==> config.mk <==
export PLATFORM = sky130hd
export DESIGN_NAME = uart_bram_writer
export DESIGN_NICKNAME = d
export VERILOG_FILES = /design/src/rtl/uart_bram_writer.sv
export SDC_FILE = /design/constraint.sdc
export NUM_CORES = 1
export LEC_CHECK = 0
export CORE_AREA = 2 2 58 88
export DETAILED_ROUTE_END_ITERATION = 10
export DIE_AREA = 0 0 60 90
export GPL_TIMING_DRIVEN = 0
export HOLD_SLACK_MARGIN = 0.12
export PLACE_DENSITY = 0.67
export SETUP_SLACK_MARGIN = 0.05
export SLEW_MARGIN = 20
export SYNTH_ARGS = -nofsm -noshare
export SYNTH_HDL_FRONTEND = slang
export SYNTH_SLANG_ARGS = --single-unit
==> constraint.sdc <==
create_clock -name clk -period 2.75 [get_ports clk]
set_clock_uncertainty 0.2 [all_clocks]
set_input_delay 0.825 -clock clk [delete_from_list [all_inputs] [get_ports clk]]
set_output_delay 0.825 -clock clk [all_outputs]
set_load 0.005 [all_outputs]
==> src/rtl/uart_bram_writer.sv <==
// UART receiver that stores each good byte into a BRAM write port at an auto-incrementing address.
// Define UART_PARITY_EN to receive 8E1 frames instead of 8N1.
module uart_bram_writer #(
    parameter int CLKS_PER_BIT = 278,
    parameter int ADDR_W       = 11
) (
    input  logic              clk,
    input  logic              rst,
    input  logic              rx,
    input  logic              addr_clr,
    output logic              bram_we,
    output logic [ADDR_W-1:0] bram_addr,
    output logic [7:0]        bram_din,
    output logic              busy,
    output logic              frame_err,
    output logic              wrapped
);

    localparam int CW = $clog2(CLKS_PER_BIT);
    localparam logic [CW-1:0] BIT_END  = CW'(CLKS_PER_BIT - 1);
    localparam logic [CW-1:0] HALF_END = CW'(CLKS_PER_BIT / 2 - 1);

    typedef enum logic [2:0] {
        IDLE, START, DATA, PARITY, STOP, WRITE, WAIT_HIGH
    } state_t;

    state_t            state;
    logic              rx_meta, rx_s;
    logic [CW-1:0]     baud;
    logic [2:0]        bit_cnt;
    logic [7:0]        shreg;
    logic [ADDR_W-1:0] ptr;
`ifdef UART_PARITY_EN
    logic              parity_bad;
`endif

    assign bram_addr = ptr;
    assign busy      = (state != IDLE);

    // Idle-high reset keeps the receiver from seeing a false start bit.
    always_ff @(posedge clk) begin
        if (rst) begin
            rx_meta <= 1'b1;
            rx_s    <= 1'b1;
        end else begin
            rx_meta <= rx;
            rx_s    <= rx_meta;
        end
    end

    always_ff @(posedge clk) begin
        if (rst) begin
            state      <= IDLE;
            baud       <= '0;
            bit_cnt    <= '0;
            shreg      <= '0;
            bram_we    <= 1'b0;
            bram_din   <= '0;
            frame_err  <= 1'b0;
            ptr        <= '0;
            wrapped    <= 1'b0;
`ifdef UART_PARITY_EN
            parity_bad <= 1'b0;
`endif
        end else begin
            bram_we   <= 1'b0;
            frame_err <= 1'b0;

            case (state)
                IDLE: begin
                    if (!rx_s) begin
                        state <= START;
                        baud  <= '0;
                    end
                end
                START: begin
                    if (baud == HALF_END) begin
                        baud    <= '0;
                        bit_cnt <= '0;
                        state   <= rx_s ? IDLE : DATA;
                    end else begin
                        baud <= baud + 1'b1;
                    end
                end
                DATA: begin
                    if (baud == BIT_END) begin
                        baud    <= '0;
                        shreg   <= {rx_s, shreg[7:1]};
                        bit_cnt <= bit_cnt + 3'd1;
                        if (bit_cnt == 3'd7) begin
`ifdef UART_PARITY_EN
                            state <= PARITY;
`else
                            state <= STOP;
`endif
                        end
                    end else begin
                        baud <= baud + 1'b1;
                    end
                end
`ifdef UART_PARITY_EN
                PARITY: begin
                    if (baud == BIT_END) begin
                        baud       <= '0;
                        parity_bad <= ^{shreg, rx_s};
                        state      <= STOP;
                    end else begin
                        baud <= baud + 1'b1;
                    end
                end
`endif
                STOP: begin
                    if (baud == BIT_END) begin
                        baud <= '0;
`ifdef UART_PARITY_EN
                        if (parity_bad) begin
                            frame_err <= 1'b1;
                            state     <= rx_s ? IDLE : WAIT_HIGH;
                        end else
`endif
                        if (rx_s) begin
                            state    <= WRITE;
                            bram_we  <= 1'b1;
                            bram_din <= shreg;
                        end else begin
                            frame_err <= 1'b1;
                            state     <= WAIT_HIGH;
                        end
                    end else begin
                        baud <= baud + 1'b1;
                    end
                end
                WRITE: begin
                    state <= IDLE;
                end
                WAIT_HIGH: begin
                    if (rx_s) state <= IDLE;
                end
                default: state <= IDLE;
            endcase

            // Clear beats the post-write increment; the write itself already used the old pointer.
            if (addr_clr) begin
                ptr     <= '0;
                wrapped <= 1'b0;
            end else if (state == WRITE) begin
                ptr <= ptr + 1'b1;
                if (ptr == '1) wrapped <= 1'b1;
            end
        end
    end

endmodule

Word level (Yosys, flattened, before mapping)
Cells that the tools add are included.

storage, ports and cells
  flip-flop bits (word level) = 47
  latch bits = 0
  memory bits (writable) = 0
  ROM bits = 0
  input bits = 4
  output and inout port bits = 23
  memories = 0

cells by class
  add/sub/neg operators = 3
  multiply operators = 0
  divide/modulo/power cells = 0
  order comparisons = 0
  equal/unequal tests = 15
  shifts and indexed selects = 0
  muxes and demuxes = 18
  bitwise gates (word level) = 2
  reduce and logical (&&, ||, !) cells = 13

operator list
  operator                                                          count
  9-bit two-way mux                                                 3
  9-bit one-hot mux with 3 select lines                             1
  3-bit two-way mux                                                 8
  3-bit one-hot mux with 5 select lines                             1
  3-bit == test (second input constant)                             4
  2-bit != test (second input constant)                             6
  11-bit by 1-bit adder with 11-bit output (second input constant)  1
  11-bit == test (second input constant)                            1
  9-bit by 1-bit adder with 9-bit output (second input constant)    1
  9-bit by 8-bit == test with 1-bit output (second input constant)  1
  9-bit == test (second input constant)                             1
  3-bit one-hot mux with 2 select lines                             1
  2-bit AND reduction                                               3
  3-bit AND reduction                                               2
  6-bit AND reduction                                               1
  3-bit nonzero test                                                2
  2-bit two-way mux                                                 2
  2-bit OR reduction                                                2
  3-bit by 1-bit adder with 3-bit output (second input constant)    1
  3-bit by 1-bit == test with 1-bit output (second input constant)  1
  3-bit by 2-bit == test with 1-bit output (second input constant)  1
  3-bit zero test                                                   1
  3-bit OR reduction                                                1
  1-bit two-way mux                                                 2
  2 further kinds                                                   3

Depth between registers and ports, before layout
  depth after elaboration = 4
  depth in mapped cells = 7
  gate-level depth less buffers = 6

Least setup slack after synthesis
OpenSTA, ideal clock, no wires.

  path type = flip-flop to output port
  start = reg state[0]
  end = out busy
  arrival time = 979 ps
  required time = 1725 ps
  setup slack = 746 ps
  stages on the path, launching flop included = 3
  buffers on the path = 1
  path through = dfxtp_1 > buf_2 > or3_2

between the ends
  word-level cells in the longest chain between the ends = 1

ends and longest elaborated chain
  element                   RTL line  RTL
  start: declaration        27        state_t state;
  start signal: assignment  80        state <= rx_s ? IDLE : DATA;
  3-bit nonzero test        38        assign busy = (state != IDLE);
  end: declaration          14        output logic busy,

Every way passes these cells.

Worst setup path in the final report
  start = reg state[1]
  end = out busy

The elaborated chain is that of the path after synthesis.

==> implementation parameters <==
Parameter                              Value

Run status
  Status    completed

GRT
  First-pass GRT wire length    7810 um
  Total overflow reported by the global router    0
  Number of global-route vias before repair    1735
  Largest net degree at the start of global routing    15
  Overall Global Routing Usage    18.79%
  Number of antenna violations at the first check in global routing    0

STA
  Hold violation total from the final report    0
  Worst slew slack as a fraction of its limit    61.90%
  Final setup violation count    0
  Actual transition at the worst max-transition pin    0.5714 ns
  Total negative slack    0 ns
  Achievable Freq    386.0 MHz
  Post-route minimum period    2.591 ns
  Final worst-path cycle share    94.22%
  Final Max Tran Viols    0
  RSZ-0062 raised after global routing    no

Setup path
  Category of the worst setup path launch point    flip-flop
  Worst Setup End Kind    primary output
  Critical path type    flip-flop to primary output
  Highest net fanout along the worst path    10
  Arrival time of the worst setup path    1.57 ns
  Worst setup path startpoint    state[1]$_SDFFE_PP0P_
  Worst reg2reg startpoint    baud[1]$_SDFFE_PP0P_
  Crit path required time    1.73 ns

Power and ir drop
  Power per unit of standard cell area    517.2 nW/um^2
  Leakage power figure    0.001038 uW
  Worst vdd ir    0.4658 mV

Route
  DRT antenna net count    0
  Wire length reported by the detailed router    4596 um
  Routed WL per cell    13.64 um
  Count of TritonRoute iterations in the first routing pass    4
  Detailed-route vias per instance    5.353
  DRC marker count from the first detailed-route iteration    69
  Via total after detailed routing    1804
  DRC violations left    0

Synth
  Leading cell type by number of instances after synthesis    sky130_fd_sc_hd__dfxtp_1
  Synth Area in Compound Gates    11.62%
  Instance count of the mapped netlist    237
  Post-synthesis sequential area ratio    41.82%
  Cell types occupying the most area after synthesis    sky130_fd_sc_hd__dfxtp_1, sky130_fd_sc_hd__mux2i_1, sky130_fd_sc_hd__nor2_1
  Most common flop cell mapped by yosys    sky130_fd_sc_hd__dfxtp_1
  Most used standard cells in the synthesized netlist    sky130_fd_sc_hd__dfxtp_1, sky130_fd_sc_hd__nor2_1, sky130_fd_sc_hd__mux2i_1, sky130_fd_sc_hd__nand3_1, sky130_fd_sc_hd__nand2_1
  Synthesized-area fraction occupied by xor and xnor cells    5.061%
  Combinational family with the most area after synthesis    simple AND/OR/NAND/NOR gates
  Area share of the largest cell type after synthesis    41.82%
  Unique cell type count in the Yosys netlist    53
  Count of warnings emitted by yosys    0
  Fraction of the mapped netlist area in simple logic gates    26.53%
  Post-synthesis cell type with the largest combined area    sky130_fd_sc_hd__dfxtp_1
  Asr flop ratio synth    0%
  Mapped cell area    2250 sq um
  Synthesized flop and latch total    47
  Mux share of post-synthesis cell area    7.564%
  Number of enable flip-flop cells after synthesis    0
  Post-Syn Nets    247
  Mapped Avg Cell Area    9.492 sq um
  Adder-cell share of the synthesized area    3.838%

Clock network
  Cell chosen for the clock root    sky130_fd_sc_hd__clkbuf_8
  Clock transition at the registers of the reported paths    0.09 ns
  Post-CTS Setup Bufs    0
  Clock net sink count    47
  Clock tree from TritonCTS    yes
  Skew-Pair Late Insertion Delay    0.31 ns
  Maximum buffer depth of the clock tree    2
  H-tree depth    2
  CTS Buf Count    5

Place
  Final weighted congestion in routability-driven placement    0.8398
  Port bufs    26
  HPWL after detailed placement    3411 um

Worst hold path
  Beginning of the worst hold path    rx_meta$_SDFF_PP1_
  Worst hold-check path type    flip-flop to flip-flop

Floorplanning
  Initial Utilization    47.93%
  Die span in x    60 um
  Chip Height    90 um
  Number of placed I/O pins    27
  DIE AREA    5400 sq um
  Area of the placeable core    4693 sq um
  Number of standard-cell rows in the floorplan    31

Cells and area
  Share of layout cells above drive strength 1    14.76%
  Number of filler cells placed in the layout    426
  Post-layout nets    280
  Final core occ    57.13%
  Number of antenna repair diodes    0
  Synthesis-to-layout area growth    19.19%

Job
  # Max-Cap Violations    0
==> cell type report <==
| class | count | area (sq um) | share of cell area, % |
|---|---|---|---|
| Timing Repair Buffer | 26 | 259.0 | 9.659 |
| Clock inverter | 2 | 12.51 | 0.4666 |
| Inverter | 3 | 11.26 | 0.4200 |
| Buffer | 13 | 71.32 | 2.660 |
| Tap cell | 66 | 82.58 | 3.080 |
| Sequential cell | 47 | 943.4 | 35.18 |
| Clock buffer | 6 | 72.57 | 2.706 |
| Multi-Input combinational cell | 174 | 1229 | 45.82 |
==> flip-flops by register name (all words and copies together) (netlist names), 3 cells and up <==
name	count
bit_cnt	3
bram_addr	11
shreg	8
state	3
baud	9
bram_din	8
==> logic make-up after synthesis <==
family	Yosys count
and+or+nand+nor	102
DFF	47
AOI/OAI and AO/OA	35
muxes	17
buffers and inverters	16
xor gates and xnor gates	13
adders and majority gates	7
==> routing by layer <==
layer / vias up / share of wire [%] / track usage, % / wire length [um]
li1: 919 / - / - / -
met1: 838 / 40 / 19.57 / 1825
met2: 41 / 54 / 33.15 / 2493
met3: 6 / 4.3 / 4.173 / 198
met4: 0 / 1.7 / 9.815 / 79
met5: - / 0 / 0 / 0
==> metrics by stage <==
stage,hold slack [ns],power (uW),setup slack (ns),instance area [sq um],std cells
6_report,0.2132,1387,0.1591,2681,337
3_5_place_dp,0.1984,989.2,0.2053,2592,329
3_3_place_gp,0.1917,985.5,0.1840,2592,329
5_1_grt,0.2384,1449,0.1053,2681,337
2_1_floorplan,0.1895,919.9,0.7457,2250,237
4_1_cts,0.2176,1401,0.1450,2681,337
==> cells in the final DEF, fill, tap and decap left out, drive strengths merged, types with 2 or more instances in the layout <==
master         count
a211oi             5
a21o               3
a21oi             11
and2               3
and3               3
and3b              2
and4bb             3
buf                6
clkbuf            13
clkdlybuf4s50     25
dfxtp             47
ha                 6
inv                3
mux2i             17
nand2             13
nand3             15
nand4              5
nor2              32
nor3               3
nor3b              2
nor4               5
nor4b              4
o21a               2
o21ai              2
o22ai              5
o31ai              2
or2                5
or3                3
xnor2              6
xor2               7
==> worst max-delay path, stage by stage, from the launching register on <==
cell	delay, ns
sky130_fd_sc_hd__dfxtp_2	0.35
sky130_fd_sc_hd__buf_4	0.17
sky130_fd_sc_hd__or3_2	0.47
sky130_fd_sc_hd__dlygate4sd2_1	0.27
==> repair_timing <==
action / 4_1_cts / 5_1_grt
gates resized for setup: 4 / 0
hold buffers: 0 / 0
endpoints found under the setup margin: 1 / 0
==> report_power, final <==
| part | switching, uW | internal [uW] | total (uW) |
|---|---|---|---|
| Combinational | 156 | 99.9 | 256 |
| Sequential | 21.4 | 698 | 719 |
| Clock | 233 | 178 | 411 |
==> path summary, 6_finish.rpt <==
check / endpoint / slack (ns) / cells past startpoint
setup / recovery: busy / 0.16 / 3
hold / removal: rx_s$_SDFF_PP1_ / 0.21 / 1
setup reg to reg: baud[0]$_SDFFE_PP0P_ / 0.63 / 6
hold reg to reg: rx_s$_SDFF_PP1_ / 0.21 / 1
Note: power is estimated with default switching activity, not from simulation.
